===== config.mk =====
export PLATFORM = sky130hd
export DESIGN_NAME = xgmii_tx_framer
export DESIGN_NICKNAME = d
export VERILOG_FILES = /design/src/rtl/xgmii_tx_framer.sv
export SDC_FILE = /design/constraint.sdc
export NUM_CORES = 1
export LEC_CHECK = 0
export BUFFER_PORTS_ARGS = -buffer_cell sky130_fd_sc_hd__buf_2
export CORE_ASPECT_RATIO = 1.5
export CORE_UTILIZATION = 46
export CTS_CLUSTER_DIAMETER = 120
export DETAILED_ROUTE_END_ITERATION = 10
export PLACE_DENSITY = 0.77
export SLEW_MARGIN = 10
export SYNTH_ARGS = -nofsm -noshare
export SYNTH_HDL_FRONTEND = slang
export SYNTH_SLANG_ARGS = --single-unit

===== constraint.sdc =====
create_clock -name xgmii_tx_clk -period 4.3 [get_ports xgmii_tx_clk]
set_clock_uncertainty 0.15 [all_clocks]
set_input_delay 0.86 -clock xgmii_tx_clk [delete_from_list [all_inputs] [get_ports xgmii_tx_clk]]
set_output_delay 0.86 -clock xgmii_tx_clk [all_outputs]
set_load 0.02 [all_outputs]

===== src/rtl/xgmii_tx_framer.sv =====
// XGMII transmit framer: pops FIFO words, forwards START..TERM packets, enforces
// the inter-frame gap and aborts on underrun or over-length with an ERROR word.
module xgmii_tx_framer #(
  parameter int IFG_WORDS = 1,
  parameter int MAX_WORDS = 192,
  parameter int CNT_W     = 16
) (
  input  logic             xgmii_tx_clk,
  input  logic             sys_rst,
  input  logic [71:0]      dout,
  input  logic             empty,
  output logic             rd_en,
  output logic             rd_clk,
  output logic [71:0]      xgmii_txd,
  output logic [CNT_W-1:0] pkt_cnt,
  output logic [CNT_W-1:0] err_cnt,
  output logic [CNT_W-1:0] drop_cnt
);

  // state | meaning
  // HUNT  | output IDLE, pop and discard until a START word is seen
  // DATA  | forward packet words until TERM, abort on underrun or length
  // DROP  | discard the rest of an aborted packet up to its TERM
  // GAP   | no pops, IFG_WORDS idle words after a terminate

  localparam logic [71:0] IDLE_W = {8'hff, {8{8'h07}}};
  localparam logic [71:0] ERR_W  = {8'hff, {8{8'hfe}}};
  localparam int          WC_W   = $clog2(MAX_WORDS);
  localparam logic [WC_W-1:0] LAST_CNT = WC_W'(MAX_WORDS - 1);
  localparam logic [3:0]  GAP_LOAD = (IFG_WORDS > 0) ? 4'(IFG_WORDS - 1) : 4'd0;

  typedef enum logic [1:0] {HUNT, DATA, DROP, GAP} state_t;

  state_t          state;
  logic [WC_W-1:0] word_cnt;
  logic [3:0]      gap_cnt;
  logic            term_word;
  logic            start_word;

  function automatic logic is_term(input logic [71:0] w);
    logic hit;
    hit = 1'b0;
    for (int i = 0; i < 8; i++) begin
      if (w[64+i] && (w[8*i +: 8] == 8'hfd)) hit = 1'b1;
    end
    return hit;
  endfunction

  function automatic logic [CNT_W-1:0] sat_inc(input logic [CNT_W-1:0] v);
    return (&v) ? v : v + CNT_W'(1);
  endfunction

  assign term_word  = is_term(dout);
  assign start_word = dout[64] && (dout[7:0] == 8'hfb);

  assign rd_clk = xgmii_tx_clk;
  assign rd_en  = !sys_rst && !empty && (state != GAP);

  always_ff @(posedge xgmii_tx_clk or posedge sys_rst) begin
    if (sys_rst) begin
      state     <= HUNT;
      xgmii_txd <= IDLE_W;
      word_cnt  <= '0;
      gap_cnt   <= '0;
      pkt_cnt   <= '0;
      err_cnt   <= '0;
      drop_cnt  <= '0;
    end else begin
      xgmii_txd <= IDLE_W;
      case (state)
        HUNT: begin
          if (!empty) begin
            if (start_word) begin
              xgmii_txd <= dout;
              word_cnt  <= WC_W'(1);
              state     <= DATA;
            end else begin
              drop_cnt <= sat_inc(drop_cnt);
            end
          end
        end
        DATA: begin
          if (empty) begin
            xgmii_txd <= ERR_W;
            err_cnt   <= sat_inc(err_cnt);
            state     <= DROP;
          end else if (term_word) begin
            // terminate wins over the length limit on the same word
            xgmii_txd <= dout;
            pkt_cnt   <= sat_inc(pkt_cnt);
            word_cnt  <= word_cnt + WC_W'(1);
            if (IFG_WORDS == 0) begin
              state <= HUNT;
            end else begin
              state   <= GAP;
              gap_cnt <= GAP_LOAD;
            end
          end else if (word_cnt == LAST_CNT) begin
            xgmii_txd <= ERR_W;
            err_cnt   <= sat_inc(err_cnt);
            state     <= DROP;
          end else begin
            xgmii_txd <= dout;
            word_cnt  <= word_cnt + WC_W'(1);
          end
        end
        DROP: begin
          if (!empty && term_word) begin
            if (IFG_WORDS == 0) begin
              state <= HUNT;
            end else begin
              state   <= GAP;
              gap_cnt <= GAP_LOAD;
            end
          end
        end
        GAP: begin
          if (gap_cnt == 4'd0) state <= HUNT;
          else                 gap_cnt <= gap_cnt - 4'd1;
        end
        default: state <= HUNT;
      endcase
    end
  end

endmodule


# --- Word level (Yosys, flattened, before mapping) ---
# Index checks and enable logic that the tools add are counted.
op_classes:
  n_addsub: 5
  mul: 0
  div_mod_pow: 0
  n_lt_le_gt_ge: 0
  n_eq_ne: 24
  shift: 0
  mux: 37
  bitwise_logic: 4
  reduce_logical: 28
ops:
  columns: ["op", "count"]
  rows:
  - ["$mux 72", 5]
  - ["$pmux 72 s2", 1]
  - ["$eq 8x8->1 const B", 10]
  - ["$mux 16", 4]
  - ["$add 16x1->16 const B", 3]
  - ["$reduce_and 16->1", 3]
  - ["$mux 8", 5]
  - ["$ne 2x2->1 const B", 9]
  - ["$mux 4", 4]
  - ["$pmux 8 s2", 1]
  - ["$reduce_and 5->1", 3]
  - ["$mux 2", 7]
  - ["$logic_and 1x1->1", 12]
  - ["$pmux 4 s3", 1]
  - ["$add 8x1->8 const B", 1]
  - ["$mux 1", 8]
  - ["$pmux 2 s4", 1]
  - ["$reduce_and 4->1", 2]
  - ["$eq 2x2->1 const B", 2]
  - ["$logic_not 4->1", 1]
  - ["$ne 4x4->1 const B", 1]
  - ["$not 1->1", 4]
  - ["$reduce_bool 2->1", 2]
  - ["$sub 4x1->4 const B", 1]
  - ["6 further kinds", 7]
totals:
  ff_bits: 134
  latchBits: 0
  ram_bits: 0
  romBits: 0
  input_bits: 75
  word_cells: 105
  n_memories: 0

# --- Depth between registers and ports, before layout ---
# Gate-level depths: netlist of the first run.
logic_depth:
  word_depth: 13
  mapped_depth: 10

==> metrics.md, run 1 <==
| Metric | Value |
|---|---|
| Status | `complete, no violations` |
| Crit-path most repeated cell | `sky130_fd_sc_hd__clkbuf_16` |
| Maximum cell stage delay along the critical path | `0.15 ns` |
| Cell count after placement | `909` |
| Biggest area contributors in the synthesized netlist | `sky130_fd_sc_hd__dfrtp_1 43%, sky130_fd_sc_hd__dfstp_2 14%, sky130_fd_sc_hd__nand2_1 8.0%` |
| Setup repair after global routing missed its margin | `no` |
| Startpoint type of the worst setup path | `clock port` |
| Total power divided by cell area | `688 nW/um^2` |
| Critical path type | `clock port to output port` |
| Post-cts gate resize count | `0` |
| Fraction of post-synthesis cell area in the top cell type by area | `0.430` |
| Clk_lat worst skew | `0.53 ns` |
| Largest net degree at the start of global routing | `60` |
| Hold_buf cts | `0` |
| Count of nets after finishing | `860` |
| Core area | `between 10000 and 15000 sq um` |
| Count leader, synth | `sky130_fd_sc_hd__nand2_1` |
| Layout cells sized above 1 | `0.358` |
| Combinational share of power | `0.338` |
| Proportion of power drawn by the clock network | `0.303` |
| Flop pwr share | `0.358` |
| Hold slack final | `0.337 ns` |
| Setup-violating endpoint count in the final report | `0` |
| Count of final hold-check violations | `0` |
| Data required, critical path | `3.29 ns` |
| Portion of the post-synthesis area used by sequential elements | `0.571` |
| Post-synthesis share of cell area spent on xor and xnor gates | `0.0619` |
| Final count of pins violating max slew | `0` |
| Combinational family with the most area after synthesis | `simple AND/OR/NAND/NOR gates` |
| Total vias in the final route | `between 5000 and 6000` |
| Vias in the first global route | `approximately 5200` |
| Wire length of the first global-routing pass | `26000 um` |
| P_sw | `about 2 mW` |
| Total negative slack for setup checks | `0 ns` |
| Num rows | `50` |
| Count of non-filler cells in the finished layout | `948` |
| Worst Tran Pin Value | `1.06 ns` |
| Peak fanout along the critical path | `2` |
| Yosys top cell by area | `sky130_fd_sc_hd__dfrtp_1` |
| Max Cap Viol | `0` |
| Number of nets produced by synthesis | `659` |
| Max IR drop VDD | `339 uV` |
| Placer's final routability congestion estimate | `~0.88` |
| Standby leakage power | `around 4 nW` |
| Clk slew on worst S/H paths | `0.06 ns` |
| Synthesized-area fraction occupied by ao, oa, aoi and oai cells | `0.0533` |
| Syn. warnings | `0` |
| Area after detailed placement | `7060 sq um` |
| Fraction of the mapped netlist area in adder cells | `0.0211` |
| Initial Util | `0.475` |
| Multiplexer fraction of the synthesized cell area | `0.0112` |
| ANT nets after route | `0` |
| Synth top cells by count | `127 x sky130_fd_sc_hd__nand2_1, 102 x sky130_fd_sc_hd__dfrtp_1, 37 x sky130_fd_sc_hd__nor2_1` |
| Clock tree from TritonCTS | `done` |
| Grt total ovfl | `0` |
| Cells after synthesis | `574` |
| Cells along the critical path | `clkbuf_16, clkbuf_16, buf_2` |
| Sum of net half-perimeters after detailed placement | `12100 um` |
| Internal Dissipation | `3.29 mW` |
| Highest-delay cell along the critical path | `sky130_fd_sc_hd__buf_2` |
| Count of flip-flops with a built-in enable after synthesis | `0` |
| Switching Fraction | `0.381` |
| Critical path's top delay family | `buffers and inverters` |
| Type of the worst min-delay path | `register to register` |
| Ratio of routed vias to standard cells | `5.47` |
| Flip-flop and latch count after synthesis | `134` |
| Initial antenna violation count | `4` |
| Most used DFF post-synth | `sky130_fd_sc_hd__dfrtp_1` |
| Buffer count from post-CTS setup fixing | `0` |
| Final Instance Area | `between 7000 and 8000 sq um` |
| Post-detailed-routing wire length | `16600 um` |
| DIE AREA | `13400 sq um` |
| Buffers plus inverters on the worst setup path | `3` |
| Io pins | `197` |
| Area growth syn-to-layout | `30.2%` |
| Detailed-route DRC error count | `0` |
| Post-synthesis instance area | `5940 sq um` |
| Share of async-settable or async-resettable flops after synthesis | `1.00` |
| 1st-pass router iterations | `5` |
| DR iter-0 viols | `219` |
| Critical path data arrival time | `2.54 ns` |
| Overall routing resource usage | `0.258` |
| Die W | `94.8 um` |
| Count of buffers inserted at the top-level ports | `slightly below 200` |
| Relative slew slack | `0.291` |
| Fraction of the mapped netlist area in simple logic gates | `0.255` |
| Wirelength per Cell | `17.5 um` |
| Kind of capture point of the worst setup path | `output port` |
| Post-synthesis area per instance | `10.3 sq um` |
| Number of unique standard cell types used by synthesis | `58` |
| Y dimension of the die | `141 um` |
## cell type report
type | instances | area [sq um]
Clock inverter | 11 | 110
Fill cell | 1018 | 4780
Inverter | 10 | 41.3
Sequential cell | 134 | 3390
Timing Repair Buffer | 200 | 1030
Antenna cell | 4 | 10.0
Multi-Input combinational cell | 408 | 2390
Tap cell | 156 | 195
Clock buffer | 25 | 563
## power by group through the flow
stage	Combinational [mW]	Sequential [mW]	Clock [mW]
global placement	1.73	1.90	0.0217
CTS	1.81	1.90	1.63
floorplan	0.749	2.35	0.0272
global route	1.96	1.95	1.69
finish	1.80	1.91	1.61
detailed placement	1.79	1.92	0.0217
## cells by family (layout without fill, tap and decap cells)
group	Yosys count	count (layout)
AOI/OAI and AO/OA	41	41
xor gates and xnor gates	42	42
adders and majority gates	10	10
buffers and inverters	32	246
DFF	134	134
muxes	6	6
other	0	4
and+or+nand+nor	309	309
## path summary, 6_finish.rpt
path | startpoint | to | slack (ns) | depth (start not counted)
worst min-delay path | err_cnt[7]$_DFFE_PP0P_ | err_cnt[7]$_DFFE_PP0P_ | 0.34 | 1
worst min register to register | err_cnt[7]$_DFFE_PP0P_ | err_cnt[7]$_DFFE_PP0P_ | 0.34 | 1
max in group asynchronous | sys_rst | xgmii_txd[26]$_DFF_PP1_ | 2.60 | 3
worst max-delay path | xgmii_tx_clk | rd_clk | 0.75 | 3
min in group asynchronous | sys_rst | word_cnt[0]$_DFFE_PP0P_ | 0.44 | 2
worst max register to register | state[1]$_DFFE_PP0P_ | word_cnt[1]$_DFFE_PP0P_ | 1.52 | 6
## registers in the layout, summed over array words and instances, names as in the netlist
register,flops
pkt_cnt,16
drop_cnt,16
word_cnt,8
gap_cnt,4
xgmii_txd,72
state,2
err_cnt,16
## per-stage QoR
| stage | worst slack [ns] | utilization | total power [mW] |
|---|---|---|---|
| CTS | 0.748 | 0.617 | 5.34 |
| floorplan | 1.01 | - | 3.13 |
| finish | 0.750 | 0.618 | 5.32 |
| detailed placement | 0.977 | 0.564 | 3.73 |
| global route | 0.741 | 0.618 | 5.60 |
| global placement | 1.00 | 0.564 | 3.65 |
## layer usage
metal | vias to the layer above | routed length, um | part of all wire | global-route usage
li1 | 2367 | - | - | -
met1 | 2518 | 6080 | 0.37 | 0.278
met2 | 252 | 8710 | 0.53 | 0.452
met3 | 53 | 1150 | 0.069 | 0.0680
met4 | 0 | 638 | 0.038 | 0.139
met5 | - | 0 | 0 | 0
## cells in the final DEF (no fill, tap or decap), types with 5 or more instances in the layout
cell type	n
sky130_fd_sc_hd__a21oi_1	6
sky130_fd_sc_hd__a31oi_1	5
sky130_fd_sc_hd__and3_1	16
sky130_fd_sc_hd__and4_1	6
sky130_fd_sc_hd__buf_2	196
sky130_fd_sc_hd__clkbuf_16	22
sky130_fd_sc_hd__dfrtp_1	102
sky130_fd_sc_hd__dfstp_2	32
sky130_fd_sc_hd__ha_1	10
sky130_fd_sc_hd__inv_1	9
sky130_fd_sc_hd__nand2_1	127
sky130_fd_sc_hd__nand3_1	19
sky130_fd_sc_hd__nand4_1	22
sky130_fd_sc_hd__nor2_1	37
sky130_fd_sc_hd__nor3_1	23
sky130_fd_sc_hd__nor4_1	10
sky130_fd_sc_hd__o21ai_0	5
sky130_fd_sc_hd__or2_1	22
sky130_fd_sc_hd__xnor2_1	22
sky130_fd_sc_hd__xor2_1	20
## worst reg2reg max path, delay by kind of cell, from the launching register on
| family | cells | cell delay (ns) |
|---|---|---|
| adders and majority gates | 1 | 0.54 |
| and+or+nand+nor | 2 | 0.55 |
| AOI/OAI and AO/OA | 2 | 0.90 |
| buffers and inverters | 1 | 0.11 |
| DFF | 1 | 0.41 |
No activity file was read; power rests on OpenSTA's default activity.
==> inputs of run 2 (changes only) <==
--- a/config.mk
+++ b/config.mk
@@ -7,10 +7,10 @@
 export LEC_CHECK = 0
 export BUFFER_PORTS_ARGS = -buffer_cell sky130_fd_sc_hd__buf_2
 export CORE_ASPECT_RATIO = 1.5
-export CORE_UTILIZATION = 46
+export CORE_UTILIZATION = 51
 export CTS_CLUSTER_DIAMETER = 120
 export DETAILED_ROUTE_END_ITERATION = 10
-export PLACE_DENSITY = 0.77
+export PLACE_DENSITY = 0.81
 export SLEW_MARGIN = 10
 export SYNTH_ARGS = -nofsm -noshare
 export SYNTH_HDL_FRONTEND = slang
==> constraint.sdc (replaced) <==
create_clock -name xgmii_tx_clk -period 3.3 [get_ports xgmii_tx_clk]
set_clock_uncertainty 0.15 [all_clocks]
set_input_delay 0.66 -clock xgmii_tx_clk [delete_from_list [all_inputs] [get_ports xgmii_tx_clk]]
set_output_delay 0.66 -clock xgmii_tx_clk [all_outputs]
set_load 0.02 [all_outputs]
==> run 2 against run 1 <==
Compared with the run above:
- core utilization up 7.5 points
- sequential power grew 30%
- first-iteration DRC count increased by 19%
- design area rose by 0.18%
- die area fell by 9.6%
- sequential cell count did not move
==> metrics.md, run 2 (synthesis results as in run 1) <==
| Metric | Value |
|---|---|
| Met1 WL | `around 6000 um` |
| Overall routing resource usage | `0.281` |
| Count of buffers inserted at the top-level ports | `196` |
| Register cell area after layout | `about 3400 sq um` |
| Util after Layout | `0.693` |
| Proportion of power drawn by the clock network | `0.294` |
| DR iter-0 viols | `260` |
| Routed wl met2 | `8760 um` |
| Startpoint of the most critical setup path | `xgmii_tx_clk` |
| Met3 wirelength from detailed routing | `883 um` |
| Relative slew slack | `0.478` |
| Buffers plus inverters on the worst setup path | `3` |
| Status | `complete, no violations` |
| Max Used Layer | `met4` |
| Detailed-route DRC error count | `0` |
| Flop pwr share | `0.360` |
| Critical path data arrival time | `2.04 ns` |
| Crit-path most repeated cell | `sky130_fd_sc_hd__clkbuf_16` |
| Initial antenna violation count | `1` |
| Worst-case setup margin in the final layout | `between 0.4 and 0.5 ns` |
| Cells along the critical path | `clkbuf_16, clkbuf_16, buf_2` |
| P_sw | `2.59 mW` |
| Flip-flop count of the largest register, all copies and words added | `between 70 and 80` |
| Vias in the first global route | `5193` |
| Max Cap Viol | `0` |
| Count of final hold-check violations | `0` |
| Internal Dissipation | `approximately 4.3 mW` |
| Fill count | `between 800 and 900` |
| Wirelength per Cell | `17.2 um` |
| Standby leakage power | `3.92 nW` |
| 1st-pass router iterations | `5` |
| Largest net degree at the start of global routing | `75` |
| Final total power | `6.90 mW` |
| Die W | `~90 um` |
| Cell count after placement | `around 900` |
| Clk slew on worst S/H paths | `0.05 ns` |
| Buffer count from post-CTS setup fixing | `0` |
| Grt total ovfl | `0` |
| Highest-delay cell along the critical path | `sky130_fd_sc_hd__buf_2` |
| Total power divided by cell area | `~900 nW/um^2` |
| Multi-input gate area in the final layout | `~2400 sq um` |
| Sum of net half-perimeters after detailed placement | `11900 um` |
| Area growth syn-to-layout | `30.5%` |
| Y dimension of the die | `approximately 130 um` |
| Switching Fraction | `0.375` |
| Wire length of the first global-routing pass | `26100 um` |
| Total vias in the final route | `5187` |
| Setup repair after global routing missed its margin | `no` |
| Post-place setup slack | `0.374 ns` |
| Data required, critical path | `2.49 ns` |
| Placer's final routability congestion estimate | `0.875` |
| Num rows | `47` |
| Clk_lat worst skew | `roughly 0.53 ns` |
| ANT nets after route | `0` |
| Clock tree from TritonCTS | `done` |
| Setup-violating endpoint count in the final report | `0` |
| Count of nets after finishing | `865` |
| Register containing the most flip-flops in the final layout | `xgmii_txd` |
| Total negative slack for setup checks | `0 ns` |
| Core area | `11200 sq um` |
| DIE AREA | `12100 sq um` |
| Max IR drop VDD | `417 uV` |
| Final count of pins violating max slew | `0` |
| Layout cells sized above 1 | `0.362` |
| Initial Util | `0.531` |
| Kind of capture point of the worst setup path | `output port` |
| Critical path type | `clock port to output port` |
| Post-detailed-routing wire length | `16200 um` |
| Post-cts gate resize count | `0` |
| Most frequent cells in the layout | `196 x sky130_fd_sc_hd__buf_2, 127 x sky130_fd_sc_hd__nand2_1, 102 x sky130_fd_sc_hd__dfrtp_1` |
| Type of the worst min-delay path | `input pin to asynchronous set/reset pin` |
| Ratio of routed vias to standard cells | `5.51` |
| Most common cell after layout, fill and taps aside | `sky130_fd_sc_hd__buf_2` |
| Startpoint type of the worst setup path | `clock port` |
| Io pins | `about 200` |
| Worst Tran Pin Value | `approximately 0.8 ns` |
| Hold_buf cts | `0` |
| Maximum cell stage delay along the critical path | `0.15 ns` |
| Combinational share of power | `0.346` |
| Peak fanout along the critical path | `2` |
| Critical path's top delay family | `buffers and inverters` |
| Count of non-filler cells in the finished layout | `around 940` |
| Start of the worst register-to-register path | `state[0]$_DFFE_PP0P_` |
run 2: cell count changes in the layout (fill, tap and decap cells not counted), sizes merged, moves of 2 or more:
cell,before,now
buf,201,206
clkinv,2,6
clkinvlp,2,4
diode,4,1
inv,16,10
run 2: power groups by stage:
stage	Combinational [mW]	Sequential [mW]	Clock (mW)
finish	2.39	2.48	2.03
global route	2.58	2.54	2.13
detailed placement	2.37	2.50	0.0283
CTS	2.39	2.48	2.05
floorplan	0.975	3.06	0.0354
global placement	2.28	2.47	0.0283
run 2: worst register-to-register path, stage by stage (launching register included):
cell and delay, ns:
sky130_fd_sc_hd__dfrtp_1 0.42, sky130_fd_sc_hd__inv_1 0.12, sky130_fd_sc_hd__ha_1 0.40, sky130_fd_sc_hd__nand2b_1 0.20
sky130_fd_sc_hd__nand2b_1 0.22, sky130_fd_sc_hd__nor3_1 0.66, sky130_fd_sc_hd__nand2_1 0.18, sky130_fd_sc_hd__xnor2_1 0.16
run 2: cell type report:
cell class                 count  share of cell area
sequential                   134               0.438
clock buffer                  24              0.0680
timing repair buffer         205               0.139
clock inverter                12              0.0166
antenna                        1            0.000323
inverter                      10             0.00533
multi-input combinational    408               0.309
tap                          147              0.0237
run 2: path summary, 6_finish.rpt:
path | endpoint | slack (ns) | depth (start not counted)
setup / recovery | rd_clk | 0.45 | 3
hold / removal | pkt_cnt[3]$_DFFE_PP0P_ | 0.14 | 2
setup reg to reg | drop_cnt[12]$_DFFE_PP0P_ | 0.69 | 7
hold reg to reg | pkt_cnt[8]$_DFFE_PP0P_ | 0.34 | 1
max in group asynchronous | xgmii_txd[24]$_DFF_PP1_ | 2.01 | 3
min in group xgmii_tx_clk | xgmii_txd[9]$_DFF_PP1_ | 0.19 | 2
run 2: routing by layer:
layer	track usage	up-vias
met1	0.308	2524
met5	0	-
met4	0.131	0
met3	0.0782	48
met2	0.501	228
li1	-	2387
run 2: stage by stage:
stage	cell area [sq um]	hold slack, ns
2_1_floorplan	5940	0.312
3_3_place_gp	7090	0.321
3_5_place_dp	7090	0.329
4_1_cts	7740	0.138
5_1_grt	7740	0.175
6_report	7750	0.135
